===== config.mk =====
export PLATFORM = sky130hd
export DESIGN_NAME = periph_slave_arbiter
export DESIGN_NICKNAME = d
export VERILOG_FILES = /design/src/rtl/periph_interco_pkg.sv /design/src/rtl/periph_id_fifo.sv /design/src/rtl/periph_slave_arbiter.sv
export SDC_FILE = /design/constraint.sdc
export NUM_CORES = 1
export LEC_CHECK = 0
export CAP_MARGIN = 10
export CELL_PAD_IN_SITES_DETAIL_PLACEMENT = 1
export CELL_PAD_IN_SITES_GLOBAL_PLACEMENT = 1
export CORE_AREA = 3 3 607 609
export CTS_BUF_LIST = sky130_fd_sc_hd__clkbuf_16
export DETAILED_ROUTE_END_ITERATION = 16
export DIE_AREA = 0 0 610 612
export PLACE_DENSITY_LB_ADDON = 0.1
export SETUP_SLACK_MARGIN = 0.15
export SYNTH_ARGS = -nofsm -noshare
export SYNTH_HDL_FRONTEND = slang
export SYNTH_HIERARCHICAL = 1
export SYNTH_SLANG_ARGS = --single-unit

===== constraint.sdc =====
create_clock -name clk -period 12.91 [get_ports clk]
set_input_delay 2.582 -clock clk [delete_from_list [all_inputs] [get_ports clk]]
set_output_delay 2.582 -clock clk [all_outputs]
set_load 0.005 [all_outputs]

===== src/rtl/periph_interco_pkg.sv =====
// periph_interco_pkg: shared index-width helper and response-tracker entry type
package periph_interco_pkg;
  localparam int TRK_IDX_W = 8;
  typedef struct packed {
    logic [TRK_IDX_W-1:0] idx;
  } trk_entry_t;
  function automatic int idx_w(input int n);
    return (n > 1) ? $clog2(n) : 1;
  endfunction
endpackage


===== src/rtl/periph_id_fifo.sv =====
// periph_id_fifo: in-order FIFO of master indices awaiting a slave response
module periph_id_fifo
  import periph_interco_pkg::*;
#(
  parameter int DEPTH = 2
) (
  input  logic       clk,
  input  logic       rst_n,
  input  logic       push,
  input  logic       pop,
  input  trk_entry_t push_data,
  output trk_entry_t pop_data,
  output logic       full,
  output logic       empty
);
  localparam int PW = idx_w(DEPTH);
  localparam int CW = idx_w(DEPTH + 1);
  trk_entry_t mem_q [DEPTH];
  logic [PW-1:0] wr_q, rd_q;
  logic [CW-1:0] count_q;
  logic do_push, do_pop;
  assign full = count_q == CW'(DEPTH);
  assign empty = count_q == '0;
  assign do_push = push & ~full;
  assign do_pop = pop & ~empty;
  assign pop_data = mem_q[rd_q];
  always_ff @(posedge clk) begin
    if (do_push) mem_q[wr_q] <= push_data;
  end
  // pointers wrap explicitly since DEPTH need not be a power of two
  always_ff @(posedge clk or negedge rst_n) begin
    if (!rst_n) begin
      wr_q <= '0;
      rd_q <= '0;
      count_q <= '0;
    end else begin
      if (do_push) wr_q <= (wr_q == PW'(DEPTH - 1)) ? '0 : wr_q + 1'b1;
      if (do_pop) rd_q <= (rd_q == PW'(DEPTH - 1)) ? '0 : rd_q + 1'b1;
      count_q <= count_q + CW'(do_push) - CW'(do_pop);
    end
  end
endmodule


===== src/rtl/periph_slave_arbiter.sv =====
// periph_slave_arbiter: round-robin arbiter sharing one peripheral slave port among N_MASTER requesters
module periph_slave_arbiter
  import periph_interco_pkg::*;
#(
  parameter int N_MASTER = 16,
  parameter int ADDR_WIDTH = 32,
  parameter int DATA_WIDTH = 32,
  parameter int ID_WIDTH = N_MASTER,
  parameter int MAX_OUTSTANDING = 2,
  localparam int BE_WIDTH = DATA_WIDTH / 8
) (
  input  logic                                clk,
  input  logic                                rst_n,
  input  logic [N_MASTER-1:0]                 data_req_i,
  input  logic [N_MASTER-1:0][ADDR_WIDTH-1:0] data_add_i,
  input  logic [N_MASTER-1:0]                 data_wen_i,
  input  logic [N_MASTER-1:0][DATA_WIDTH-1:0] data_wdata_i,
  input  logic [N_MASTER-1:0][BE_WIDTH-1:0]   data_be_i,
  input  logic [N_MASTER-1:0][ID_WIDTH-1:0]   data_ID_i,
  output logic [N_MASTER-1:0]                 data_gnt_o,
  output logic [N_MASTER-1:0]                 data_r_valid_o,
  output logic [DATA_WIDTH-1:0]               data_r_rdata_o,
  output logic                                per_req_o,
  output logic [ADDR_WIDTH-1:0]               per_add_o,
  output logic                                per_wen_o,
  output logic [DATA_WIDTH-1:0]               per_wdata_o,
  output logic [BE_WIDTH-1:0]                 per_be_o,
  output logic [ID_WIDTH-1:0]                 per_ID_o,
  input  logic                                per_gnt_i,
  input  logic                                per_r_valid_i,
  input  logic [DATA_WIDTH-1:0]               per_r_rdata_i
);
  localparam int IW = idx_w(N_MASTER);
  logic [IW-1:0] rr_q, sel_q, rr_sel, sel, rr_nxt, head_idx, scan;
  logic lock_q, hs, pop, full, empty;
  trk_entry_t head;
  int j;
  // descending scan so the requester closest after rr_q wins
  always_comb begin
    rr_sel = rr_q;
    j = 0;
    scan = '0;
    for (int k = N_MASTER - 1; k >= 0; k--) begin
      j = int'(rr_q) + k;
      if (j >= N_MASTER) j = j - N_MASTER;
      scan = IW'(j);
      if (data_req_i[scan]) rr_sel = scan;
    end
  end
  assign sel = lock_q ? sel_q : rr_sel;
  assign per_req_o = data_req_i[sel] & ~full;
  assign hs = per_req_o & per_gnt_i;
  assign pop = per_r_valid_i & ~empty;
  assign rr_nxt = (sel == IW'(N_MASTER - 1)) ? '0 : sel + 1'b1;
  assign head_idx = IW'(head.idx);
  assign per_add_o = data_add_i[sel];
  assign per_wen_o = data_wen_i[sel];
  assign per_wdata_o = data_wdata_i[sel];
  assign per_be_o = data_be_i[sel];
  assign per_ID_o = data_ID_i[sel];
  assign data_r_rdata_o = per_r_rdata_i;
  always_comb begin
    data_gnt_o = '0;
    data_r_valid_o = '0;
    data_gnt_o[sel] = hs;
    data_r_valid_o[head_idx] = pop;
  end
  always_ff @(posedge clk or negedge rst_n) begin
    if (!rst_n) begin
      rr_q <= '0;
      lock_q <= 1'b0;
      sel_q <= '0;
    end else if (hs) begin
      rr_q <= rr_nxt;
      lock_q <= 1'b0;
    end else if (per_req_o) begin
      lock_q <= 1'b1;
      sel_q <= sel;
    end
  end
  periph_id_fifo #(.DEPTH(MAX_OUTSTANDING)) u_fifo (
    .clk(clk),
    .rst_n(rst_n),
    .push(hs),
    .pop(per_r_valid_i),
    .push_data('{idx: TRK_IDX_W'(sel)}),
    .pop_data(head),
    .full(full),
    .empty(empty)
  );
  assert property (@(posedge clk) disable iff (!rst_n) !(per_r_valid_i && empty))
    else $warning("spurious response dropped");
endmodule


==> results of run 1 <==
sequential cells by signal, indices dropped and copies added, names as in the netlist:
signal / count
lock_q: 1
u_fifo/rd_q: 1
sel_q: 4
u_fifo/count_q: 2
u_fifo/wr_q: 1
u_fifo/mem_q: 8
rr_q: 4
where the power goes:
part | internal, mW | switching, mW | total, mW
Clock | 0.0413 | 0.0255 | 0.0668
Combinational | 5.60 | 10.1 | 15.7
Sequential | 0.120 | 0.0248 | 0.145
cells in the final DEF, fill, tap and decap left out, types with 13 or more instances in the layout:
master	n
clkdlybuf4s50_1	1495
mux2i_1	712
nand2_1	589
nand3_1	267
mux2_2	68
buf_4	58
o211ai_1	52
nand4_1	49
a32oi_1	45
nor2_1	41
diode_2	39
nor3_1	27
inv_1	26
mux4_2	26
a21oi_1	22
buf_12	18
o21ai_0	13
ha_1	13
dfrtp_1	13
metrics by stage:
stage	hold slack, ns	instance area, um2
final	0.504	37600
after global routing	0.524	37600
after CTS	0.509	37500
after detailed placement	0.501	37500
after global placement	0.483	37500
after floorplan	0.461	16900
metal layers:
metal  GRT usage [%]  vias up  part of all wire [%]
met4           0.692       78                  0.97
met1            13.6    11800                    38
met3            2.97      288                   5.7
met5               0        -                  0.20
li1                -    11400                     -
met2            24.6      891                    55
worst min-delay path by stage:
stage / from / end / slack, ns / cells past startpoint
floorplan: u_fifo/wr_q / u_fifo/wr_q / 0.46 / 1
global placement: sel_q[1] / sel_q[1] / 0.48 / 1
detailed placement: u_fifo/wr_q / u_fifo/wr_q / 0.50 / 1
CTS: u_fifo/wr_q / u_fifo/wr_q / 0.51 / 1
global route: u_fifo/wr_q / u_fifo/wr_q / 0.52 / 1
finish: u_fifo/wr_q / u_fifo/wr_q / 0.50 / 1
cell type report:
class | instances | area share (%)
inverter | 31 | 0.349
sequential | 21 | 1.50
clock buffer | 3 | 0.199
multi-input combinational | 2066 | 39.9
timing repair buffer | 1571 | 41.9
clock inverter | 1 | 0.00997
antenna | 39 | 0.259
tap | 4794 | 15.9
==> flow_summary.toml, run 1 <==
[sta]
period_needed_ns = 11.71
finClkSkew_ns = 0.00453
timing.fmax_ghz = 0.0854
fin_tns_setup_ns = 0
setup_ws_ns = 1.20
slew_violations = 0
tightest_slew_ns = 1.14
period_share_pct = 90.7
relSlewSlack_pct = 23.9
setup_viol = 0
rsz0062_at_grt = "no"
hold_viol_final = 0

[flow_run]
cap_violations = 0

[yosys]
syn_inst = 2365
ys_warn_count = 6
syn_nets = 3790
synth.avg_cell_area_um2 = 7.14
syn_area_um2 = 16900

[critical_path]
path_depth = 15
slowest_stage = "nor3_1"
r2r_end = "u_fifo/count_q[1]"
r2r_cells = 23
crit_end = "per_add_o[18]"
critPathMaxStageDelay_ns = 0.81
worstSetupEndpointType = "primary output"
cp.arrival_ns = 9.13
worstPathRequired_ns = 10.33
startpoint = "data_req_i[6]"
cp_num_buf_inv = 4
cp_max_fo = 40
rr_startpoint = "rr_q[1]"
worstPathCellList = "clkdlybuf4s50_1 -> mux2_2 -> o22ai_1 -> nor3_1 -> nor4_1 -> o41ai_1 -> o211ai_1 -> nand2_1 -> nand2_1 -> inv_8 -> buf_4 -> mux2_2 -> o211ai_1 -> nand3_1 -> clkdlybuf4s50_1"
critPathLaunchType = "primary input"
regToRegSetupSlack_ns = 5.30
critical-path-top-delay-family = "buffers and inverters"
crit_type = "in -> out"

[floorplanning]
start_util_pct = 4.66
rows = 221
dieArea_um2 = 373000
ios = 1562
die_h_um = 612
coreArea_um2 = 363000
fp.dieW_um = 610

[cells_and_area]
layout.cells.non_filler = 8526
layout-drive-gt1-share_pct = 5.44
fillCellCount = 43000
nNetsFinal = 5119
seq_area_um2 = 566
final_util_pct = 10.4
area_growth_pct = 123
multiInputGateArea_um2 = 15000

[clocking]
path_clk_slew_ns = 0.06
cts_sinks = 21
cts_tree = "built"
cts_max_level = 1
cts_hold_buf = 0
cts_made_buffers = 3
post_cts.repair.setup_buffers = 0
worstSkewPairLatency_ns = 0.26
cts-resized-gates = 0
root_buffer = "clkbuf_16"
clock_path_buffers = 2

[power_and_ir_drop]
power_mw = 15.9
static-leakage-power_nw = 14.6
p_per_area_nw_per_um2 = 422
max-vdd-ir-drop_mv = 0.322

[global_route]
grt_pass1_vias = 26500
overflow = 0
track_usage_pct = 12.4
grt_max_degree = 101
grt_pass1_wl_um = 303000
grt_antenna_before_repair = 188

[detailed_routing]
wl_per_cell_um = 28.7
drc_errors = 0
vias = 24400
dr.pass1.iters = 7
drtIter0Drc = 888
wl_um = 244000
ant_nets = 0
vias_per_cell = 2.86

[worst_hold_path]
min_path_type = "reg -> reg"

[outcome]
status = "complete, no violations"

[placement]
gp_congestion = 0.783
dp_cells = 8483
dp_hpwl_um = 215000
io_buffers = 1497
place_worst_setup_slack_ns = 1.20
No activity file was read; power rests on OpenSTA's default activity.
==> inputs of run 2 (changes only) <==
- CTS_CLUSTER_DIAMETER: not set -> 120
- SETUP_SLACK_MARGIN: 0.15 -> 0.5
==> results of run 2 <==
The final DEF is identical to that of run 1; final timing and power are the same.
==> inputs of run 3 (changes only) <==
- ABC_CLOCK_PERIOD_IN_PS: not set -> 12910
==> results of run 3 <==
The final DEF is identical to that of run 1; final timing and power are the same.
